**config.mk**
```make
export PLATFORM = sky130hd
export DESIGN_NAME = branch_resolve_unit
export DESIGN_NICKNAME = d
export VERILOG_FILES = /design/src/rtl/branch_resolve_unit_pkg.sv /design/src/rtl/branch_resolve_unit_uq.sv /design/src/rtl/branch_resolve_unit.sv
export SDC_FILE = /design/constraint.sdc
export NUM_CORES = 1
export LEC_CHECK = 0
export ABC_AREA = 0
export BUFFER_PORTS_ARGS = -buffer_cell sky130_fd_sc_hd__buf_4
export CAP_MARGIN = 20
export CELL_PAD_IN_SITES_DETAIL_PLACEMENT = 0
export CELL_PAD_IN_SITES_GLOBAL_PLACEMENT = 2
export CORE_MARGIN = 2
export CORE_UTILIZATION = 44
export CTS_BUF_LIST = sky130_fd_sc_hd__clkbuf_4 sky130_fd_sc_hd__clkbuf_8
export DETAILED_ROUTE_END_ITERATION = 10
export MAX_ROUTING_LAYER = met4
export PLACE_DENSITY_LB_ADDON = 0.12
export SLEW_MARGIN = 10
export SYNTH_ARGS = -nofsm -noshare
export SYNTH_HDL_FRONTEND = slang
export SYNTH_SLANG_ARGS = --single-unit
```
**constraint.sdc**
```tcl
create_clock -name clk -period 10.2 [get_ports clk]
set_input_delay 2.04 -clock clk [delete_from_list [all_inputs] [get_ports clk]]
set_output_delay 2.04 -clock clk [all_outputs]
set_load 0.02 [all_outputs]
```
**src/rtl/branch_resolve_unit_pkg.sv**
```systemverilog
// Shared types for the branch resolve unit: PC width, FSM states and update-queue entry.
package branch_resolve_unit_pkg;

    localparam int PC_WIDTH = 32;

    typedef enum logic [1:0] {
        IDLE  = 2'd0,
        REDIR = 2'd1,
        FLUSH = 2'd2
    } bru_state_e;

    typedef struct packed {
        logic [PC_WIDTH-1:0] pc;
        logic [PC_WIDTH-1:0] target;
    } uq_entry_t;

endpackage

```
**src/rtl/branch_resolve_unit_uq.sv**
```systemverilog
// Coalescing circular FIFO of pending BTB writes; an incoming PC already queued
// (and not leaving as the head this cycle) has its target overwritten instead of pushing.
module btb_update_queue
    import branch_resolve_unit_pkg::*;
#(
    parameter int UQ_DEPTH = 4,
    localparam int PW = $clog2(UQ_DEPTH),
    localparam int OW = PW + 1
) (
    input  logic       clk,
    input  logic       reset,
    input  logic       wr_valid_i,
    input  uq_entry_t  wr_entry_i,
    input  logic       pop_i,
    output uq_entry_t  head_o,
    output logic [OW-1:0] occ_o
);

    uq_entry_t       mem_q [UQ_DEPTH];
    logic [PW-1:0]   head_q, head_d;
    logic [PW-1:0]   tail_q, tail_d;
    logic [OW-1:0]   occ_q, occ_d;

    logic [UQ_DEPTH-1:0] match_vec;
    logic                push;
    logic [PW-1:0]       offset;

    // A slot is live when its distance from the head is below the occupancy.
    always_comb begin
        match_vec = '0;
        offset    = '0;
        for (int i = 0; i < UQ_DEPTH; i++) begin
            offset = PW'(i) - head_q;
            match_vec[i] = ({1'b0, offset} < occ_q)
                        && (mem_q[i].pc == wr_entry_i.pc)
                        && !(pop_i && (PW'(i) == head_q));
        end
    end

    assign push = wr_valid_i && (match_vec == '0);

    always_comb begin
        head_d = head_q;
        tail_d = tail_q;
        occ_d  = occ_q;
        if (pop_i) begin
            head_d = (head_q == PW'(UQ_DEPTH - 1)) ? '0 : head_q + 1'b1;
        end
        if (push) begin
            tail_d = (tail_q == PW'(UQ_DEPTH - 1)) ? '0 : tail_q + 1'b1;
        end
        occ_d = occ_q + OW'(push) - OW'(pop_i);
    end

    always_ff @(posedge clk) begin
        if (reset) begin
            head_q <= '0;
            tail_q <= '0;
            occ_q  <= '0;
        end else begin
            head_q <= head_d;
            tail_q <= tail_d;
            occ_q  <= occ_d;
        end
    end

    always_ff @(posedge clk) begin
        for (int i = 0; i < UQ_DEPTH; i++) begin
            if (wr_valid_i && match_vec[i]) begin
                mem_q[i].target <= wr_entry_i.target;
            end else if (push && (PW'(i) == tail_q)) begin
                mem_q[i] <= wr_entry_i;
            end
        end
    end

    assign head_o = (occ_q == '0) ? '0 : mem_q[head_q];
    assign occ_o  = occ_q;

endmodule

```
**src/rtl/branch_resolve_unit.sv**
```systemverilog
// Resolves branches against fetch's prediction, issues a registered redirect plus a
// refill flush window, and feeds corrected entries to the BTB through the update queue.
module branch_resolve_unit
    import branch_resolve_unit_pkg::*;
#(
    parameter int UQ_DEPTH     = 4,
    parameter int FLUSH_CYCLES = 2
) (
    input  logic                clk,
    input  logic                reset,
    input  logic                resolve_valid,
    output logic                resolve_ready,
    input  logic [PC_WIDTH-1:0] resolve_pc,
    input  logic                resolve_taken,
    input  logic [PC_WIDTH-1:0] resolve_target,
    input  logic                pred_hit,
    input  logic [PC_WIDTH-1:0] pred_target,
    output logic                redirect_valid,
    output logic [PC_WIDTH-1:0] redirect_pc,
    output logic                flush,
    input  logic                btb_wr_ready,
    output logic                is_req_pc,
    output logic [PC_WIDTH-1:0] req_pc,
    output logic [PC_WIDTH-1:0] predict_target,
    output logic [31:0]         mispredict_cnt
);

    localparam int OW = $clog2(UQ_DEPTH) + 1;

    bru_state_e          state_q;
    logic [7:0]          flush_cnt_q;
    logic                redir_q;
    logic                flush_q;
    logic [PC_WIDTH-1:0] redir_pc_q;
    logic [31:0]         cnt_q, cnt_d;

    logic [PC_WIDTH-1:0] seq_pc, act_pc;
    logic                mispredict, upd_need, accept, pop;
    logic [OW-1:0]       uq_occ;
    logic                uq_full, uq_empty;
    uq_entry_t           wr_entry, head;

    assign seq_pc     = resolve_pc + PC_WIDTH'(4);
    assign act_pc     = resolve_taken ? resolve_target : seq_pc;
    assign mispredict = (pred_target != act_pc);
    // Not-taken after a hit also lands here, overwriting the stale entry with pc+4.
    assign upd_need   = mispredict || (resolve_taken && !pred_hit);

    assign uq_full       = (uq_occ == OW'(UQ_DEPTH));
    assign uq_empty      = (uq_occ == '0);
    assign resolve_ready = (state_q == IDLE) && !uq_full;
    assign accept        = resolve_valid && resolve_ready;
    assign pop           = !uq_empty && btb_wr_ready;

    assign wr_entry.pc     = resolve_pc;
    assign wr_entry.target = act_pc;

    btb_update_queue #(.UQ_DEPTH(UQ_DEPTH)) u_uq (
        .clk        (clk),
        .reset      (reset),
        .wr_valid_i (accept && upd_need),
        .wr_entry_i (wr_entry),
        .pop_i      (pop),
        .head_o     (head),
        .occ_o      (uq_occ)
    );

    always_ff @(posedge clk) begin
        if (reset) begin
            state_q     <= IDLE;
            flush_cnt_q <= '0;
            redir_q     <= 1'b0;
            flush_q     <= 1'b0;
            redir_pc_q  <= '0;
        end else begin
            case (state_q)
                IDLE: begin
                    redir_q <= 1'b0;
                    flush_q <= 1'b0;
                    if (accept && mispredict) begin
                        state_q    <= REDIR;
                        redir_q    <= 1'b1;
                        flush_q    <= 1'b1;
                        redir_pc_q <= act_pc;
                    end
                end
                REDIR: begin
                    redir_q     <= 1'b0;
                    flush_cnt_q <= 8'(FLUSH_CYCLES);
                    if (FLUSH_CYCLES == 0) begin
                        state_q <= IDLE;
                        flush_q <= 1'b0;
                    end else begin
                        state_q <= FLUSH;
                        flush_q <= 1'b1;
                    end
                end
                FLUSH: begin
                    // Leave as the counter reaches zero so the window spans REDIR + FLUSH_CYCLES.
                    flush_cnt_q <= flush_cnt_q - 8'd1;
                    if (flush_cnt_q <= 8'd1) begin
                        state_q <= IDLE;
                        flush_q <= 1'b0;
                    end else begin
                        flush_q <= 1'b1;
                    end
                end
                default: begin
                    state_q <= IDLE;
                    redir_q <= 1'b0;
                    flush_q <= 1'b0;
                end
            endcase
        end
    end

    always_comb begin
        cnt_d = cnt_q;
        if (accept && mispredict && (cnt_q != 32'hFFFF_FFFF)) begin
            cnt_d = cnt_q + 32'd1;
        end
    end

    always_ff @(posedge clk) begin
        if (reset) cnt_q <= '0;
        else       cnt_q <= cnt_d;
    end

    assign redirect_valid = redir_q;
    assign redirect_pc    = redir_pc_q;
    assign flush          = flush_q;
    assign is_req_pc      = pop;
    assign req_pc         = head.pc;
    assign predict_target = head.target;
    assign mispredict_cnt = cnt_q;

endmodule

```
### Word-level counts from Yosys, hierarchy flattened

Memory sizes are Yosys's and may differ from the RTL's. A register that Yosys moved wholly into a read port is not among the register bits.
Cells that the tools add are included.

| word-level totals | value |
|---|---|
| output and inout bits | 132 |
| input bits | 102 |
| flip-flop bits (word level) | 83 |
| memories | 1 |
| word-level logic and storage cells | 131 |
| RAM bits | 256 |

Memory list:

| name | depth | bits a word | read ports | clocked after memory_dff | wr ports | line | RTL |
|---|---|---|---|---|---|---|---|
| u_uq.mem_q | 4 | 64 | 5 | 1 | 4 | branch_resolve_unit_uq.sv:19 | `uq_entry_t mem_q [UQ_DEPTH];` |

| operators by class | value |
|---|---|
| muxes and demuxes | 38 |
| bitwise gates (word level) | 4 |
| equality and inequality tests | 19 |
| order comparisons | 5 |
| reductions and logical operators | 44 |
| $add $sub $neg | 11 |

Operator list:

| kind | number |
|---|---|
| $mux W32 | 5 |
| $eq A32 B32 Y1 | 4 |
| $mux W64 | 1 |
| $add A32 B1 Y32 const B | 1 |
| $add A32 B3 Y32 const B | 1 |
| $ne A32 B32 Y1 | 1 |
| $ne A32 B32 Y1 const B | 1 |
| $logic_and A1 B1 Y1 | 28 |
| $mux W1 | 22 |
| $pmux W8 S2 | 1 |
| $lt A2 B3 Y1 | 4 |
| $mux W2 | 6 |
| $eq A2 B2 Y1 const A | 4 |
| $le A8 B1 Y1 const B | 1 |
| $sub A8 B1 Y8 const B | 1 |
| $logic_not A1 Y1 | 7 |
| $eq A2 B2 Y1 const B | 3 |
| $logic_not A2 Y1 | 3 |
| $pmux W2 S3 | 1 |
| $add A2 B1 Y2 const B | 2 |
| $eq A1 B2 Y1 const A | 2 |
| $logic_not A4 Y1 | 1 |
| $or A1 B1 Y1 | 4 |
| $reduce_and A2 Y1 | 2 |
| 13 further kinds | 15 |

### Logic depth before layout (Yosys ltp)

Gate-level depths: netlist of the first run.

| depth | value |
|---|---|
| word-level depth | 13 |
| gate-level depth with buffers | 16 |
| depth with buffers taken out | 15 |

### Hierarchy

From an unflattened synthesis of the first run, not the netlist that was laid out.

| unflattened totals | value |
|---|---|
| cell total of the unflattened synthesis | 1,346 |
| area, all modules | 17,330.4 µm² |

Modules (own cells, without submodules):

| module | seq. area each (µm²) | instances | area each (µm²) | cells an instance |
|---|---|---|---|---|
| btb_update_queue | 7,867.5 | 1 | 11,766.3 | 658 |
| branch_resolve_unit | 1,521.5 | 1 | 5,564.1 | 688 |

### Worst setup path after synthesis of the first run

No wires, ideal clock.

| timing | value |
|---|---|
| kind | input to register |
| start point | input resolve_pc[2] |
| end point | memory u_uq.mem_q[3][0] (netlist name), enable pin |
| path buffers | 2 |
| data required time | 9,812 ps |
| setup time | 388 ps |
| stages on the path | 13 |
| arrival time | 5,690 ps |
| setup slack | 4,122 ps |
| cells stage by stage | buf_2 -> and3_1 -> buf_2 -> nand4_1 -> nor4_2 -> mux2i_1 -> nor2_1 -> a41oi_1 -> nor3_4 -> a21o_1 -> inv_2 -> and2_1 -> a21o_1 |

RTL lines:

| item | line | RTL |
|---|---|---|
| start, declared | branch_resolve_unit.sv:13 | `input logic [PC_WIDTH-1:0] resolve_pc,` |
| end, declared | branch_resolve_unit_uq.sv:19 |  |

==> results.md, run 1 <==
* Run status: completed
* Global route total overflow at 0
* CTS tree: built
* Share of the synthesized area in the top cell type at about 44%
* Total clock buffers created by CTS at 57
* Clock insertion delay at the later pin of the skew report at around 0.66 ns
* Final period demand of the worst path at roughly 6.2 ns
* Synth Net Count at 1539
* Count of buffers from port buffering at around 230
* CTS sink count at 341
* Detailed placer's ending HPWL at 38830 um
* Count of placed standard cells in the final layout, fillers left out at 2196
* Initial core utilization at about 45%
* Maximum number of pins on one net before global-route repair at 86
* Drt via density at roughly 5.7
* Total Die Area at just over 40000 um2
* Final setup skew at between 0.04 and 0.05 ns
* Fmax at around 160 MHz
* Post-DR wirelength/cell at roughly 25 um
* H-Tree Depth at 2
* Die Y-Extent at approximately 200 um
* Yosys synthesis warning count at 0
* Final Hold Vio Count at 0
* Post-layout utilization of the core at 53.16%
* Maximum count of clock buffers along a single path at 3
* Timing startpoint of the critical path: resolve_taken
* Max_cap viols at 0
* # nets final at 1761
* Register area share after synthesis at ~54%
* Via count of the first global-routing pass at between 10000 and 15000
* Initial antenna violation count at 2
* Layout-stage area growth over the synthesis result at 18.62%
* Crit-path slowest cell: buf_4
* Startpoint of the worst hold path: flush_cnt_q[1]
* Post-cts sizing count at 0
* Post-route DRC violation count at 0
* DRT Wirelength at between 50000 and 60000 um
* Global-route wire length before repair at around 80000 um
* List of cells traversed by the critical path: buf_4 > buf_4 > mux2_2 > xor2_1 > a211oi_1 > nand4_1 > nor4_1 > nand4_1 > nor3_4 > buf_4 > a21o_1 > inv_2 > and2_1 > buf_4 > a21o_1 > buf_4
* Synth Instances at about 1400
* Inst Count DP at roughly 2100
* CP Class: in2reg
* I/O pin cnt at about 230
* Worst endpoint required time at between 10 and 15 ns
* Detailed Route Iter0 Violations at between 800 and 900
* Mapped Avg Cell Area at ~12 um2
* Count of flip-flops with a built-in enable after synthesis at between 200 and 300
* Clock tree root driver cell: clkbuf_8
* Core Box Area at just under 40000 um2
* Top cell by count, worst path: buf_4
* Source of the worst register-to-register timing path: u_uq.head_q[0]
* Capturing element type of the critical path: register
* Share of cells above drive strength 1 at 25.60%
* Setup repair after global routing missed its margin: false
* Critical path peak fanout at between 60 and 70
* Remaining max-slew budget at the tightest pin at 30.12%
* Post-CTS setup-driven buffer insertion count at 0
* Die X at 203.1 um
* Flop and latch count out of synthesis at 341
* Total power at around 4.7 mW
* Setup-failing EPs final at 0
* Pin slew with the least headroom to its limit at 1.048 ns
* Post-synth ARST share at 0%
* Sum of negative setup slack at 0 ns
* Synth Flop Type: edfxtp_1
* Most instantiated library cell after synthesis: edfxtp_1
* Number of iterations in the first detailed-routing pass at 5
* Post-synthesis instance area at 17440 um2
* Post-synthesis cell type with the largest combined area: edfxtp_1
* Row count at roughly 70
* Last weighted congestion value of the routability-driven placer at 0.9450
* CP Data Arrival Time at ~6.5 ns
* Type of the most critical hold path: reg2reg
* # hold bufs at CTS at 0
* Critical Path Source Type: input pin
* Clock slew seen by the registers of the worst setup and hold paths at 0.06 ns
* Number of distinct standard cells referenced by the synthesized netlist at 77
* Vias after detailed routing at 12420
* Final clock period utilization by the worst path at between 60% and 70%
* Global routing usage summed across all routing layers at between 20% and 30%
* Remaining number of nets flagged by the antenna check after routing at 0
* Stage delay of the slowest cell on the critical path at roughly 0.53 ns
* Count of pins over their slew limit at 0
* Worst voltage drop across the vdd grid at approximately 0.00014 V
* List of most frequent post-synthesis cells: edfxtp_1 (256), xor2_1 (132), nor2_1 (106)
* Static Leakage at ~7.4 nW
* Cell Pwr Density at between 200 and 250 nW/um2
* Largest cells by area after synthesis: edfxtp_1 (44%), dfxtp_1 (9.8%), mux4_2 (8.3%)
layer usage:
layer,part of all wire (%),track usage [%]
met1,42,35.37
met2,47,41.82
met3,7.0,4.671
met4,3.2,9.437
met5,0,-
kinds of logic (layout without fill, tap and decap cells):
| group | Yosys count | after routing | synth area share [%] |
|---|---|---|---|
| simple gates | 482 | 482 | 15.05 |
| flops | 341 | 341 | 53.83 |
| xor+xnor | 210 | 210 | 10.55 |
| compound gates | 129 | 129 | 5.000 |
| buf+inv | 119 | 381 | 2.898 |
| mux | 110 | 110 | 10.98 |
| fa+ha+maj | 23 | 23 | 1.693 |
| other cells | 0 | 2 | 0 |
layout make-up:
type	count	area (um2)
timing repair buffer	251	1882
tap	518	648.1
fill	3389	18230
antenna	2	5.005
clock buffer	78	960.9
sequential	341	9394
inverter	31	116.4
clock inverter	21	126.4
multi-input combinational	954	7556
cell usage in the layout, fill, tap and decap left out, types with 36 or more instances in the layout:
cell type  instances
dfxtp_1           83
clkbuf_8          60
mux4_2            64
nor2b_1           78
xor2_1           132
xnor2_1           78
buf_4            250
nand2_1           72
mux2i_1           36
nor2_1           106
nor4_1            46
edfxtp_1         256
registers in the layout, indices dropped and copies added, names as in the netlist, named ones only:
register and flops:
u_uq.head_q 2, flush 1, redirect_valid 1, mispredict_cnt 32
u_uq.mem_q 256, u_uq.occ_o 3, flush_cnt_q 8, redirect_pc 32
state_q 2, u_uq.tail_q 2
worst max-delay path: cells and delay by family:
kind	cells	cell delay [ns]
buffers and inverters	6	1.68
and+or+nand+nor	5	1.12
AOI/OAI and AO/OA	3	0.92
muxes	1	0.47
xor gates and xnor gates	1	0.16
stage by stage:
stage          hold WS (ns)  setup WS, ns  area (um2)
2_1_floorplan        0.4543         4.122       17440
3_3_place_gp         0.4642         3.398       19590
3_5_place_dp         0.4814         3.376       19590
6_report             0.4856         4.037       20690
4_1_cts              0.4868         4.038       20680
5_1_grt              0.5274         3.786       20690
power by group:
part           internal [mW]  switching (mW)  leakage [nW]
combinational          0.682           0.954          3.77
clock                  0.631           0.550         0.574
sequential              1.74           0.132          3.03
path summary, 6_finish.rpt:
check                endpoint  slack (ns)  cells past startpoint
min            flush_cnt_q[1]        0.49                      2
max reg2reg  u_uq.mem_q[1][1]        6.27                     15
min reg2reg    flush_cnt_q[1]        0.49                      2
max          u_uq.mem_q[1][1]        4.04                     16
Power figures use the tool's default switching activity.
==> inputs of run 2 (changes only) <==
- CORE_UTILIZATION: 44 -> 41
- clock period: 10.2 -> 5.8 ns (I/O delays scaled with it)
==> results.md, run 2 (synthesized netlist as in run 1, its figures left out) <==
* Global routing usage summed across all routing layers at 25.86% (-0.91 points)
* Fmax at 205.4 MHz
* Routing usage on met3 at 3.456% (-1.2 points)
* Routing usage on met1 at 34.54% (-0.82 points)
* Critical path peak fanout at 24 (-61%)
* Clock insertion delay at the later pin of the skew report at 0.64 ns (-0.02 ns)
* Final period demand of the worst path at slightly below 5 ns
* Top library cells by usage in the layout, fill and taps aside: buf_4 (256), edfxtp_1 (256), xor2_1 (132)
* Met2 Usage GRT at 41.27% (-0.55 points)
* Post-cts sizing count at 0 (unchanged)
* Number of iterations in the first detailed-routing pass at 6 (+1)
* Pin slew with the least headroom to its limit at 1.034 ns (-0.01451 ns)
* Post-CTS setup-driven buffer insertion count at 0 (unchanged)
* Initial antenna violation count at 3 (+1)
* Capturing element type of the critical path: register
* Total Die Area at 44200 um2 (+7.2%)
* Cell Pwr Density at 398.8 nW/um2 (+76%)
* Final Hold Vio Count at 0 (unchanged)
* # fillers at 3823 (+13%)
* Total power at 8.298 mW (+77%)
* Vias after detailed routing at 12400 (-0.097%)
* Detailed Route Iter0 Violations at 925 (+3.4%)
* Number of buffer and inverter stages on the critical path at 2 (-4)
* Maximum count of clock buffers along a single path at 3 (unchanged)
* # nets final at 1767 (+0.34%)
* Post-layout instance area at 20810 um2 (+0.58%)
* Maximum number of pins on one net before global-route repair at 65 (-24%)
* Clock tree root driver cell: clkbuf_8
* Count of buffers from port buffering at 233 (unchanged)
* Type of the most critical hold path: reg2reg
* Remaining max-slew budget at the tightest pin at 30.36% (+0.24 points)
* Sum of negative setup slack at 0 ns (unchanged)
* Global-route wire length before repair at 81240 um (+3.8%)
* CP Data Arrival Time at 5.39 ns (-1.09 ns)
* Share of cells above drive strength 1 at 25.99% (+0.40 points)
* Count of pins over their slew limit at 0 (unchanged)
* Via count of the first global-routing pass at 12220 (+1.5%)
* Setup-failing EPs final at 0 (unchanged)
* Post-route DRC violation count at 0 (unchanged)
* I/O pin cnt at 234 (unchanged)
* Drt via density at 5.572 (-1.4%)
* Initial core utilization at 41.58% (-3.2 points)
* Largest register by flop count: u_uq.mem_q
* Worst-case setup slack after placement at 0.3622 ns (-3.014 ns)
* H-Tree Depth at 2 (unchanged)
* Stage delay of the slowest cell on the critical path at 0.51 ns (-0.02 ns)
* Row count at 75 (+4.2%)
* Layout-stage area growth over the synthesis result at 19.31%
* List of cells traversed by the critical path: buf_4 > ha_1 > nand3_1 > o311a_1 > a2111oi_0 > nand4_1 > nor4_1 > nand4_1 > nor3_4 > buf_4 > nand2b_1 > nor4_1 > mux2_1
* Final setup skew at 0.03278 ns (-0.01315 ns)
* Worst voltage drop across the vdd grid at 0.0002973 V (+120%)
* Die X at 210.2 um (+3.5%)
* Worst endpoint required time at 6.32 ns (-4.20 ns)
* Run status: completed
* Clock slew seen by the registers of the worst setup and hold paths at 0.06 ns (about the same)
* Total clock buffers created by CTS at 57 (unchanged)
* Final worst-path setup slack at 0.9308 ns (-3.107 ns)
* Die Y-Extent at 210.2 um (+3.5%)
* # hold bufs at CTS at 0 (unchanged)
* Critical Path Source Type: input pin
* Crit-path slowest cell: o311a_1
* Number of flip-flops under the largest register name at 256 (unchanged)
* Global route total overflow at 0 (unchanged)
* Setup repair after global routing missed its margin: false
* Post-DR wirelength/cell at 24.99 um (+1.7%)
* Global-route layer with the greatest usage: met2
* Static Leakage at 7.443 nW (+0.87%)
* DRT Wirelength at 55620 um (+3.1%)
* Last weighted congestion value of the routability-driven placer at 0.9094 (-3.8%)
* CP Class: in2reg
* Post-layout utilization of the core at 49.61% (-3.6 points)
* Core Box Area at 41950 um2 (+7.8%)
* Max_cap viols at 0 (unchanged)
* Instance area at placement at 19680 um2 (+0.47%)
* Detailed placer's ending HPWL at 40490 um (+4.3%)
* Final clock period utilization by the worst path at between 80% and 90%
* CTS sink count at 341 (unchanged)
* CTS tree: built
* CP top delay family: simple AND/OR/NAND/NOR gates
* Remaining number of nets flagged by the antenna check after routing at 0 (unchanged)
==> run 2: cell type report <==
cell class / count / area (um2) / area share (%)
tap: 539 / 674.4 / 3.241
clock inverter: 15 / 92.59 / 0.4450
multi-input combinational: 954 / 7556 / 36.31
timing repair buffer: 257 / 1942 / 9.332
inverter: 31 / 116.4 / 0.5592
sequential: 341 / 9394 / 45.14
antenna: 2 / 5.005 / 0.02405
clock buffer: 87 / 1028 / 4.943
==> run 2: power by group <==
| group | internal (mW) | switching [mW] | total [mW] |
|---|---|---|---|
| clock network | 1.17 | 0.952 | 2.12 |
| registers | 3.06 | 0.230 | 3.29 |
| logic | 1.21 | 1.69 | 2.89 |
| total | 5.43 | 2.87 | 8.30 |
==> run 2: per-stage QoR <==
step                hold WS [ns]  std cells
global route              0.5227       2226
global placement          0.4638       2122
floorplan                 0.4543       1414
CTS                       0.4750       2224
detailed placement        0.4739       2122
finish                    0.4735       2226
==> run 2: layer usage <==
layer  routed length, um  vias up
met1               24440     6234
met3                2845       79
met2               26780      402
li1                    -     5689
met4                1545        0
met5                   0        -
==> run 2: worst paths after layout <==
path / start / endpoint / slack (ns) / cells past startpoint
worst max-delay path: resolve_pc[2] / mispredict_cnt[18] / 0.93 / 13
worst max register to register: u_uq.mem_q[0][61] / u_uq.mem_q[0][2] / 2.41 / 11
worst min register to register: flush_cnt_q[1] / flush_cnt_q[1] / 0.47 / 2
worst min-delay path: flush_cnt_q[1] / flush_cnt_q[1] / 0.47 / 2
==> run 2: tightest hold or removal path: stages, from the launching register on <==
cell      delay, ns
dfxtp_1        0.31
nor2_1         0.08
a311oi_1       0.04
==> inputs of run 3 (changes only) <==
- clock period: 5.8 -> 4.69 ns (I/O delays scaled with it)
==> results.md, run 3 (synthesized netlist as in run 1, its figures left out) <==
* Run status: completed
* Maximum count of clock buffers along a single path at 3 (unchanged)
* I/O pin cnt at 234 (unchanged)
* Die Y-Extent at 210.2 um (unchanged)
* # hold bufs at CTS at 0 (unchanged)
* Worst voltage drop across the vdd grid at 0.0003770 V (+27%)
* Static Leakage at 7.814 nW (+5.0%)
* Final clock period utilization by the worst path at between 80% and 90%
* Die X at 210.2 um (unchanged)
* CP Data Arrival Time at 4.50 ns (-0.89 ns)
* List of cells traversed by the critical path: buf_4 > ha_1 > nand3_1 > buf_4 > buf_4 > nor3_2 > o221ai_1 > o31ai_1 > and4_1 > nand4_1 > nor3_4 > buf_4 > a21oi_1 > a21o_1 > buf_12
* Total clock buffers created by CTS at 58 (+1.8%)
* Final Hold Vio Count at 0 (unchanged)
* Drt via density at 5.502 (-1.3%)
* Detailed placer's ending HPWL at 41670 um (+2.9%)
* H-Tree Depth at 2 (unchanged)
* Post-layout instance area at 21510 um2 (+3.3%)
* Initial antenna violation count at 1 (-2)
* Type of the most critical hold path: reg2reg
* Core Box Area at 41950 um2 (unchanged)
* Number of iterations in the first detailed-routing pass at 5 (-1)
* Fmax at roughly 240 MHz
* Final worst-path setup slack at 0.5387 ns (-0.3921 ns)
* Top cell by count, worst path: buf_4
* Vias after detailed routing at 12590 (+1.5%)
* Post-cts sizing count at 0 (unchanged)
* Total Die Area at 44200 um2 (unchanged)
* Global routing usage summed across all routing layers at 26.42% (+0.56 points)
* Clock insertion delay at the later pin of the skew report at 0.66 ns (+0.02 ns)
* Last weighted congestion value of the routability-driven placer at 0.9702 (+6.7%)
* Worst endpoint required time at 5.04 ns (-1.28 ns)
* Clock slew seen by the registers of the worst setup and hold paths at 0.06 ns (about the same)
* Share of power burned in the clock network at 27.0% (+1.5 points)
* Number of flip-flops under the largest register name at 256 (unchanged)
* Clock tree root driver cell: clkbuf_8
* Reg2reg end: mispredict_cnt[27]
* Pin slew with the least headroom to its limit at 1.118 ns (+0.08410 ns)
* Count of pins over their slew limit at 0 (unchanged)
* Initial core utilization at 41.58% (unchanged)
* Startpoint of the worst hold path: flush_cnt_q[1]
* Stage delay of the slowest cell on the critical path at 0.55 ns (+0.04 ns)
* Final setup skew at 0.04787 ns (+0.01509 ns)
* Layout-stage area growth over the synthesis result at 23.31%
* Cell Pwr Density at 493.2 nW/um2 (+24%)
* Largest register by flop count: u_uq.mem_q
* Max_cap viols at 0 (unchanged)
* Critical Path Source Type: input pin
* Final period demand of the worst path at ~4.2 ns
* Internal portion of total power at 6.983 mW (+29%)
* Most common cell after layout, fill and taps aside: buf_4
* Critical path peak fanout at 32 (+33%)
* Setup-failing EPs final at 0 (unchanged)
* CP Class: in2reg
* Post-route DRC violation count at 0 (unchanged)
* CTS tree: built
* Via count of the first global-routing pass at 12520 (+2.5%)
* # nets final at 1823 (+3.2%)
* Share of cells above drive strength 1 at 29.00% (+3.0 points)
* Detailed Route Iter0 Violations at 820 (-11%)
* Worst-case setup slack after placement at -0.09090 ns (-0.4531 ns)
* Hold Crit Endpoint: flush_cnt_q[1]
* Count of buffers from port buffering at 233 (unchanged)
* Power share of the sequential group at 38.2% (-1.4 points)
* Worst Hold Margin at 0.4837 ns (+0.01022 ns)
* Total power at 10.61 mW (+28%)
* DRT Wirelength at 56980 um (+2.4%)
* Net switching power at 3.623 mW (+26%)
* Crit-path slowest cell: nor3_2
* Sw Share at 34.16% (-0.39 points)
* Top library cells by usage in the layout, fill and taps aside: buf_4 (300), edfxtp_1 (256), xor2_1 (132)
* Post-DR wirelength/cell at 24.90 um (-0.34%)
* Row count at 75 (unchanged)
* Source of the worst register-to-register timing path: mispredict_cnt[2]
* Remaining max-slew budget at the tightest pin at 25.48% (-4.9 points)
* CTS sink count at 341 (unchanged)
* Worst hold path stage count at 2 (unchanged)
* Maximum number of pins on one net before global-route repair at 65 (unchanged)
* Post-CTS setup-driven buffer insertion count at 0 (unchanged)
* Worst R2R Setup Slack at 1.31 ns (-1.10 ns)
* Global-route wire length before repair at 83270 um (+2.5%)
* Post-layout utilization of the core at 51.27% (+1.7 points)
* Instance area at placement at 20240 um2 (+2.8%)
* Length in cells of the worst reg-to-reg path at 11 (unchanged)
* Logic pwr share at 34.8% (about the same)
* Remaining number of nets flagged by the antenna check after routing at 0 (unchanged)
* Global route total overflow at 0 (unchanged)
* Capturing element type of the critical path: register
* Setup repair after global routing missed its margin: false
## run 3: worst max-delay path, delay by kind of cell
family | cells | cell delay (ns)
compound gates | 4 | 0.80
buf+inv | 5 | 0.95
simple gates | 5 | 1.48
fa+ha+maj | 1 | 0.29
## run 3: power by group through the flow
stage | registers (mW) | clock network (mW) | logic (mW)
after global routing | 4.10 | 3.05 | 3.96
after global placement | 4.09 | 0 | 3.72
after CTS | 4.06 | 2.91 | 3.74
after floorplan | 4.09 | 0 | 2.22
final | 4.05 | 2.87 | 3.69
after detailed placement | 4.12 | 0 | 3.73
## run 3: cell type report
class	count	area [um2]
Tap cell	539	674.4
Antenna cell	1	2.502
Multi-Input combinational cell	954	7561
Timing Repair Buffer	312	2492
Sequential cell	341	9394
Fill cell	3829	20440
Clock inverter	21	196.4
Inverter	31	116.4
Clock buffer	89	1069
## run 3: worst max path at each step
| stage | slack, ns | cells past startpoint | from | to |
|---|---|---|---|---|
| 6_report | 0.54 | 15 | resolve_pc[2] | u_uq.mem_q[2][17] |
| 3_3_place_gp | 0.03 | 15 | resolve_pc[2] | u_uq.mem_q[0][18] |
| 5_1_grt | 0.31 | 15 | resolve_pc[2] | u_uq.mem_q[2][17] |
| 2_1_floorplan | 0.05 | 13 | resolve_pc[2] | u_uq.mem_q[0][0] |
| 3_5_place_dp | -0.09 | 15 | resolve_pc[2] | u_uq.mem_q[0][22] |
| 4_1_cts | 0.56 | 15 | resolve_pc[2] | u_uq.mem_q[0][18] |
## run 3: routing by layer
layer	GRT usage, %	share of wire, %	vias to the layer above
met5	-	0	-
met2	42.12	48	398
met4	7.410	2.4	0
met1	35.67	45	6303
met3	3.501	5.1	76
li1	-	-	5811
## run 3: metrics by stage
step	TNS [ns]	cells
3_5_place_dp	-10.63	2177
4_1_cts	0	2287
5_1_grt	0	2288
3_3_place_gp	0	2177
2_1_floorplan	0	1414
6_report	0	2288
